==> config.mk <==
export PLATFORM = sky130hd
export DESIGN_NAME = fp_result_queue
export DESIGN_NICKNAME = d
export VERILOG_FILES = /design/src/rtl/fp_result_queue.sv
export SDC_FILE = /design/constraint.sdc
export NUM_CORES = 1
export LEC_CHECK = 0
export ABC_AREA = 1
export CORE_MARGIN = 5
export CORE_UTILIZATION = 54
export CTS_CLUSTER_DIAMETER = 150
export DETAILED_ROUTE_END_ITERATION = 12
export PLACE_DENSITY_LB_ADDON = 0.15
export SLEW_MARGIN = 20
export SYNTH_ARGS = -nofsm -noshare
export SYNTH_HDL_FRONTEND = slang
export SYNTH_SLANG_ARGS = --single-unit
export TNS_END_PERCENT = 20
==> constraint.sdc <==
create_clock -name clk -period 3.66 [get_ports clk]
set_input_delay 1.098 -clock clk [delete_from_list [all_inputs] [get_ports clk]]
set_output_delay 1.098 -clock clk [all_outputs]
set_load 0.005 [all_outputs]
==> src/rtl/fp_result_queue.sv <==
// Credit-managed result FIFO that sits behind a fixed-latency FP adder.
// Define FP_RESULT_QUEUE_CLASSIFY_EN to store nan/inf/zero class bits with each entry.
module fp_result_queue #(
  parameter int unsigned DEPTH = 4,
  parameter int unsigned LAT   = 2
) (
  input  logic                    clk,
  input  logic                    rst,
  input  logic                    issue_i,
  input  logic                    flag_i,
  input  logic [31:0]             c_i,
  input  logic                    out_ready,
  output logic                    out_valid,
  output logic [31:0]             out_data,
  output logic [2:0]              out_class,
  output logic                    credit_ok,
  output logic [$clog2(DEPTH):0]  count,
  output logic                    err_overflow
);

  localparam int unsigned AW   = $clog2(DEPTH);
  localparam int unsigned CW   = AW + 1;
  localparam int unsigned IMAX = LAT + DEPTH;
  localparam int unsigned IW   = $clog2(IMAX + 1);
  localparam int unsigned SW   = ((CW > IW) ? CW : IW) + 1;

  localparam logic [CW-1:0] DepthC = CW'(DEPTH);
  localparam logic [IW-1:0] IMaxC  = IW'(IMAX);

  logic [AW-1:0] r_wptr;
  logic [AW-1:0] r_rptr;
  logic [CW-1:0] r_count;
  logic [IW-1:0] r_infl;
  logic          r_err;
  logic [31:0]   r_mem [DEPTH];

  logic          w_pop;
  logic          w_push;
  logic          w_drop;
  logic [CW-1:0] w_count_d;
  logic [IW-1:0] w_infl_d;
  logic [SW-1:0] w_sum;

  assign out_valid = (r_count != '0);
  assign w_pop     = out_valid & out_ready;
  // A full queue still accepts a result when the head leaves in the same cycle.
  assign w_push    = flag_i & ((r_count < DepthC) | w_pop);
  assign w_drop    = flag_i & ~w_push;

  always_comb begin
    w_count_d = r_count;
    unique case ({w_push, w_pop})
      2'b10:   w_count_d = r_count + CW'(1);
      2'b01:   w_count_d = r_count - CW'(1);
      default: w_count_d = r_count;
    endcase
  end

  // In-flight tracking saturates high and never underflows on spurious results.
  always_comb begin
    w_infl_d = r_infl;
    if (issue_i && !flag_i) begin
      if (r_infl != IMaxC) w_infl_d = r_infl + IW'(1);
    end else if (flag_i && !issue_i) begin
      if (r_infl != '0) w_infl_d = r_infl - IW'(1);
    end
  end

  always_ff @(posedge clk) begin
    if (!rst) begin
      r_wptr  <= '0;
      r_rptr  <= '0;
      r_count <= '0;
      r_infl  <= '0;
      r_err   <= 1'b0;
    end else begin
      if (w_push) r_wptr <= r_wptr + AW'(1);
      if (w_pop)  r_rptr <= r_rptr + AW'(1);
      r_count <= w_count_d;
      r_infl  <= w_infl_d;
      if (w_drop) r_err <= 1'b1;
    end
  end

  always_ff @(posedge clk) begin
    if (rst && w_push) r_mem[r_wptr] <= c_i;
  end

  assign out_data     = r_mem[r_rptr];
  assign count        = r_count;
  assign err_overflow = r_err;

  assign w_sum     = SW'(r_count) + SW'(r_infl);
  assign credit_ok = (w_sum < SW'(DEPTH));

`ifdef FP_RESULT_QUEUE_CLASSIFY_EN
  logic [2:0] r_cls [DEPTH];
  logic       w_exp_ones;
  logic       w_exp_zero;
  logic       w_man_zero;
  logic [2:0] w_cls;

  assign w_exp_ones = (c_i[30:23] == 8'hFF);
  assign w_exp_zero = (c_i[30:23] == 8'h00);
  assign w_man_zero = (c_i[22:0] == 23'd0);
  // Bit order {nan, inf, zero}.
  assign w_cls      = {w_exp_ones & ~w_man_zero, w_exp_ones & w_man_zero, w_exp_zero & w_man_zero};

  always_ff @(posedge clk) begin
    if (rst && w_push) r_cls[r_wptr] <= w_cls;
  end

  assign out_class = r_cls[r_rptr];
`else
  assign out_class = 3'b000;
`endif

endmodule

==> results of run 1 <==
## worst max-delay path: stages (launching register included)
cell	delay (ns)
dfxtp_4	0.54
buf_4	0.31
o21ai_0	0.14
o22ai_1	0.23
clkdlybuf4s50_1	0.54
## cells by family after synthesis
kind of cell             synth area share (%)
flip-flops                              73.79
AO/OA/AOI/OAI                           11.11
adder cells (fa/ha/maj)                 2.520
buffers and inverters                   4.949
XOR/XNOR                               0.1575
other                                 0.06743
AND/OR/NAND/NOR                         7.401
## through the flow
stage | worst slack, ns | cell area, µm² | power, mW
finish | 0.2872 | 6952 | 4.558
global route | 0.1120 | 6952 | 4.781
CTS | 0.05509 | 6949 | 4.608
detailed placement | 0.6395 | 6409 | 3.045
global placement | 0.6948 | 6409 | 3.021
floorplan | 0.4514 | 5569 | 2.546
## flip-flops by register name, indices dropped and copies added (netlist names), named ones only
| register | cells |
|---|---|
| err_overflow | 1 |
| r_wptr | 2 |
| count | 3 |
| r_rptr | 2 |
| r_mem | 128 |
| r_infl | 3 |
## how the worst max path moves through the flow
stage                   start                     to  slack, ns  cells after the start
floorplan           out_ready  r_mem[0][0]$_DFFE_PP_       0.45                      3
global placement    out_ready  r_mem[1][0]$_DFFE_PP_       0.69                      5
detailed placement   register           out_data[20]       0.64                      4
CTS                  register            out_data[3]       0.06                      4
global route         register            out_data[3]       0.11                      4
finish               register            out_data[3]       0.29                      4
## power breakdown
group	leakage (nW)	internal [mW]	total [mW]	switching, mW
logic	0.898	0.525	1.08	0.550
registers	1.27	1.86	1.93	0.0720
clock network	0.253	0.950	1.55	0.603
## layout make-up
class | instances | area [µm²] | share of cell area [%]
Clock buffer | 17 | 414.1 | 5.958
Sequential cell | 141 | 4108 | 59.09
Inverter | 22 | 90.09 | 1.296
Timing Repair Buffer | 85 | 823.3 | 11.84
Tap cell | 136 | 170.2 | 2.448
Clock inverter | 12 | 126.4 | 1.818
Multi-Input combinational cell | 229 | 1220 | 17.55
## cells in the final DEF (no fill, tap or decap), types with 2 or more instances in the layout
master / Yosys / final
a21oi_1: 7 / 7
buf_4: 6 / 11
bufinv_16: 0 / 2
clkbuf_16: 0 / 16
clkdlybuf4s50_1: 0 / 74
clkinv_2: 0 / 4
clkinvlp_4: 0 / 5
conb_1: 1 / 3
dfxtp_1: 13 / 12
edfxtp_1: 128 / 128
fa_1: 2 / 2
ha_1: 8 / 8
inv_1: 17 / 17
inv_2: 4 / 4
nand2_1: 18 / 18
nand2_2: 3 / 3
nor2_1: 76 / 72
nor2_4: 0 / 4
o21ai_0: 42 / 42
o21ai_1: 28 / 28
o22ai_1: 32 / 32
## per-layer routing
| layer | share of wire (%) | routed length (µm) |
|---|---|---|
| met2 | 51 | 5561 |
| met3 | 6.6 | 721 |
| met5 | 0 | 0 |
| met4 | 0.89 | 97 |
| met1 | 42 | 4544 |
## repair_timing
item                                   4_1_cts  5_1_grt
setup endpoints to repair                    0        7
hold buffers                                 0        0
gates resized for setup                      0        1
endpoints found under the hold margin        0        0
==> impl_metrics.tcl, run 1 <==
set metrics [dict create \
    die_w_um 111.5 \
    hold_end "err_overflow$_SDFFE_PN0P_" \
    synthCells 413 \
    critPathRequiredTime_ns 2.56 \
    final_max_slew_viol_count 0 \
    grtUsageTotal_pct 18.00 \
    grtUsageMet1_pct 23.33 \
    htreeDepth 4 \
    dpl.hpwl_um 6511 \
    finalSetupViolCount 0 \
    finClkSkew_ns 0.01185 \
    grt_overflow 0 \
    p_per_area_nw_per_um2 655.6 \
    critical_path.endpoint_type "output pin" \
    slew_headroom_pct 62.54 \
    critPathArrivalTime_ns 2.27 \
    min_period_over_period_pct 92.15 \
    critPathLaunchType "register" \
    yosysUniqueCellTypes 30 \
    drive_gt1_share_pct 11.07 \
    root_buffer "clkbuf_8" \
    n_antenna_cell 0 \
    hp-start "err_overflow$_SDFFE_PN0P_" \
    numCtsBuffers 17 \
    synth_warnings 0 \
    wl_per_cell_um 17.02 \
    worstPathMaxFanout 27 \
    rsz0062_at_grt "false" \
    cts_sinks 141 \
    grt_pass1_wl_um 17380 \
    wirelength_um 10920 \
    gr-usage-met2_pct 28.95 \
    synth_ff_type "edfxtp_1" \
    hold_ws_ns 0.4857 \
    use_met3_pct 5.815 \
    p_leak_nw 2.421 \
    cts_tree "yes" \
    firstDrtPassIters 4 \
    drc 0 \
    clkLatencyLatePin_ns 0.52 \
    whs_path_depth 1 \
    rr_worst_depth 5 \
    num_vias 3454 \
    async_reset_ff_share_pct 0 \
    synth_area_um2 5562 \
    num_rows 37 \
    clockBufferDepth 2 \
    num-fill-cells 742 \
    vdd_drop_max_uv 318.9 \
    ys_ff_latch 141 \
    dp_cells 613 \
    yosys-top-cells-area "edfxtp_1 69%, nor2_1 5.1%, dfxtp_1 4.7%, o21ai_0 3.8%, o22ai_1 3.6%" \
    gp_congestion 0.7474 \
    postSynthAreaPerCell_um2 13.47 \
    setup-tns-final_ns 0 \
    start_util_pct 54.61 \
    final.min_clock_period_ns 3.373 \
    clkTransAtPathRegs_ns 0.06 \
    final_core_util_pct 68.26 \
    synth_commonest_cells "128 x edfxtp_1, 76 x nor2_1, 42 x o21ai_0" \
    postRouteAntennaNets 0 \
    cts_setup_buffers 0 \
    drv_cap 0 \
    layout.cells.non_filler 642 \
    fmax_mhz 296.5 \
    reg2reg_slack_ns 1.85 \
    yosysMostFrequentCell "edfxtp_1" \
    grt_pass1_vias 3416 \
    tightest_slew_ns 0.5611 \
    drt_iter0_markers 219 \
    yosys.area.top_type "edfxtp_1" \
    syn2layout_area_growth_pct 24.99 \
    reg2reg_from "count[2]$_SDFFE_PN0P_" \
    synth_top_area_share_pct 69.11 \
    status "completed" \
    core_area_um2 10180 \
    min_path_type "register to register" \
    synth_enable_flop_cells 128 \
    ys_seq_area_share_pct 73.79 \
    vias_per_cell 5.380 \
    die-area_um2 12430 \
    portBuffers 74 \
    grt_max_degree 65 \
    antenna_found_initial 0 \
    nets 543 \
    io_pins 78 \
    die_h_um 111.5 \
    grt_busiest_layer "met2" \
    r2r_end "r_mem[1][25]$_DFFE_PP_" \
    worstSetupPathType "register to output pin" \
    final_hold_viol_count 0 \
]
Note: power is estimated with default switching activity, not from simulation.
==> inputs of run 2 (changes only) <==
--- a/config.mk
+++ b/config.mk
@@ -10,8 +10,8 @@
 export CORE_UTILIZATION = 54
 export CTS_CLUSTER_DIAMETER = 150
 export DETAILED_ROUTE_END_ITERATION = 12
+export HOLD_SLACK_MARGIN = 0.15
 export PLACE_DENSITY_LB_ADDON = 0.15
-export SLEW_MARGIN = 20
 export SYNTH_ARGS = -nofsm -noshare
 export SYNTH_HDL_FRONTEND = slang
 export SYNTH_SLANG_ARGS = --single-unit
==> results of run 2 <==
Final layout, timing and power as in run 1 (identical DEF).
==> inputs of run 3 (changes only) <==
--- a/config.mk
+++ b/config.mk
@@ -5,9 +5,9 @@
 export SDC_FILE = /design/constraint.sdc
 export NUM_CORES = 1
 export LEC_CHECK = 0
-export ABC_AREA = 1
 export CORE_MARGIN = 5
 export CORE_UTILIZATION = 54
+export CTS_BUF_LIST = sky130_fd_sc_hd__clkbuf_8 sky130_fd_sc_hd__clkbuf_16
 export CTS_CLUSTER_DIAMETER = 150
 export DETAILED_ROUTE_END_ITERATION = 12
 export HOLD_SLACK_MARGIN = 0.15
==> run 3 against run 2 <==
Effect of this change:
- hold slack gained 0.015 ns
- sequential cell count stayed put
- sequential share of layout area is 0.42 points higher
- design area shrank 0.74%
- combinational power is 8% lower
- global-route usage decreased by 1.1 points
- count of clock-buffer cells in the layout stayed put
- largest cell class unchanged
==> impl_metrics.tcl, run 3 <==
set metrics [dict create \
    grtUsageTotal_pct 16.91 \
    firstDrtPassIters 4 \
    p_leak_nw 2.315 \
    die_h_um 110.6 \
    antenna_found_initial 0 \
    whs_path_depth 2 \
    regMostFlops "r_mem" \
    yosysMostFrequentCell "edfxtp_1" \
    start_util_pct 55.61 \
    crit_buf_inv 2 \
    drt_iter0_markers 142 \
    wl_per_cell_um 19.42 \
    dp_cells 467 \
    final_core_util_pct 70.27 \
    worstSetupPathType "register to output pin" \
    cp_slowest_cell "mux4_1" \
    min_period_over_period_pct 90.00 \
    final.min_clock_period_ns 3.294 \
    vdd_drop_max_uv 447.9 \
    slew_headroom_pct 67.26 \
    async_reset_ff_share_pct 0 \
    critPathArrivalTime_ns 2.20 \
    postSynthAreaPerCell_um2 21.00 \
    synth_area_um2 5460 \
    synth_warnings 0 \
    path_depth 3 \
    synth_top_area_share_pct 70.39 \
    clkLatencyLatePin_ns 0.52 \
    hold_end "err_overflow$_SDFFE_PN0P_" \
    r2r_end "count[2]$_SDFFE_PN0P_" \
    drc 0 \
    wirelength_um 9671 \
    numCtsBuffers 17 \
    largest_reg_flops 128 \
    max_stage_delay_ns 0.63 \
    p_per_area_nw_per_um2 631.9 \
    clkTransAtPathRegs_ns 0.06 \
    yosysUniqueCellTypes 33 \
    dpl.hpwl_um 6250 \
    synth_commonest_cells "128 x edfxtp_1, 30 x mux4_2, 13 x dfxtp_1" \
    n_antenna_cell 0 \
    cts_setup_buffers 0 \
    nets 400 \
    layout_commonest_cell "edfxtp_1" \
    tightest_slew_ns 0.4850 \
    design_area_um2 6900 \
    p_switching_mw 1.018 \
    setup-tns-final_ns 0 \
    combPwrFrac_pct 22.7 \
    min_path_type "register to register" \
    syn2layout_area_growth_pct 26.37 \
    fmax_mhz 303.6 \
    reg2reg_from "count[2]$_SDFFE_PN0P_" \
    finalSetupViolCount 0 \
    cts_sinks 141 \
    switching_share_pct 23.35 \
    portBuffers 74 \
    layout.cells.non_filler 498 \
    vias_per_cell 5.353 \
    postRouteAntennaNets 0 \
    final_cell_mix "128 x edfxtp_1, 74 x clkdlybuf4s50_1, 30 x mux4_2" \
    worstPathMaxFanout 24 \
    hold_ws_ns 0.5004 \
    core_area_um2 9819 \
    grt_pass1_vias 2965 \
    rsz0062_at_grt "false" \
    grt_pass1_wl_um 15610 \
    place_area_um2 6396 \
    synth_ff_type "edfxtp_1" \
    synthCells 260 \
    finClkSkew_ns 0.006754 \
    p_int_mw 3.342 \
    synth_enable_flop_cells 128 \
    clockBufferDepth 2 \
    critPathRequiredTime_ns 2.56 \
    critPathLaunchType "register" \
    yosys.area.top_type "edfxtp_1" \
    post_cts_resized 0 \
    die-area_um2 12220 \
    num_rows 36 \
    reg2reg_slack_ns 1.42 \
    drv_cap 0 \
    gp_congestion 0.7454 \
    grt_max_degree 25 \
    final_max_slew_viol_count 0 \
    grt_overflow 0 \
    root_buffer "clkbuf_8" \
    path_cells "buf_12 > mux4_1 > clkdlybuf4s50_1" \
    drive_gt1_share_pct 19.45 \
    rr_worst_depth 9 \
    yosys-top-cells-area "edfxtp_1 70%, mux4_2 12%, dfxtp_1 4.8%, ha_1 1.8%, buf_12 1.1%" \
    power.share.clock_pct 33.5 \
    num_vias 2666 \
    critPathTopFamily "buffers and inverters" \
    seq_power_share_pct 43.8 \
    ys_seq_area_share_pct 75.16 \
    htreeDepth 4 \
    cts_hold_buf 0 \
    hp-start "err_overflow$_SDFFE_PN0P_" \
    cts_tree "yes" \
    die_w_um 110.6 \
    critical_path.endpoint_type "output pin" \
    ys_ff_latch 141 \
    io_pins 78 \
    status "completed" \
    final_hold_viol_count 0 \
]
run 3: cell type report:
cell class	instances	area, µm²
Clock buffer	17	414.1
Clock inverter	14	90.09
Fill cell	647	2919
Inverter	11	41.29
Multi-Input combinational cell	98	1204
Sequential cell	141	4106
Tap cell	133	166.4
Timing Repair Buffer	84	878.3
run 3: power by group through the flow:
stage	clock [mW]	sequential, mW	combinational, mW
floorplan	0	1.91	0.602
global placement	0	1.94	0.995
detailed placement	0	1.94	1.00
CTS	1.49	1.91	1.01
global route	1.58	1.92	1.08
finish	1.46	1.91	0.990
run 3: kinds of logic (layout without fill, tap and decap cells):
logic type	count (synthesis)	count (layout)	synth area share, %
buffers and inverters	23	126	3.025
muxes	32	32	13.34
adders and majority gates	10	10	2.567
AOI/OAI and AO/OA	17	17	1.925
and+or+nand+nor	31	31	3.117
xor gates and xnor gates	5	5	0.8022
DFF	141	141	75.16
other	1	3	0.06868
run 3: how the worst max path moves through the flow:
stage / slack (ns) / from / endpoint
2_1_floorplan: 1.04 / out_ready / count[2]$_SDFFE_PN0P_
3_5_place_dp: 0.38 / out_ready / count[2]$_SDFFE_PN0P_
3_3_place_gp: 0.45 / flag_i / r_infl[2]$_SDFFE_PN0P_
5_1_grt: 0.21 / r_infl[1]$_SDFFE_PN0P_ / credit_ok
4_1_cts: 0.30 / register / out_data[13]
6_report: 0.37 / register / out_data[13]
run 3: routing by layer:
layer | track usage [%] | routed length [µm] | up-vias
met2 | 28.48 | 5052 | 67
met5 | 0 | 0 | -
met4 | 6.732 | 139 | 0
met1 | 19.81 | 4049 | 1347
met3 | 6.072 | 429 | 14
li1 | - | - | 1238
run 3: worst register-to-register path, delay by kind of cell, from the launching register on:
family / cells / cell delay [ns]
buffers and inverters: 2 / 0.13
AND/OR/NAND/NOR: 3 / 0.73
XOR/XNOR: 1 / 0.16
flip-flops: 1 / 0.48
adder cells (fa/ha/maj): 2 / 0.54
AO/OA/AOI/OAI: 1 / 0.14
run 3: per-stage QoR:
| step | setup slack [ns] | power (mW) |
|---|---|---|
| after detailed placement | 0.3793 | 2.948 |
| after CTS | 0.2988 | 4.418 |
| after global placement | 0.4481 | 2.935 |
| after global routing | 0.2099 | 4.573 |
| final | 0.3659 | 4.360 |
| after floorplan | 1.038 | 2.517 |
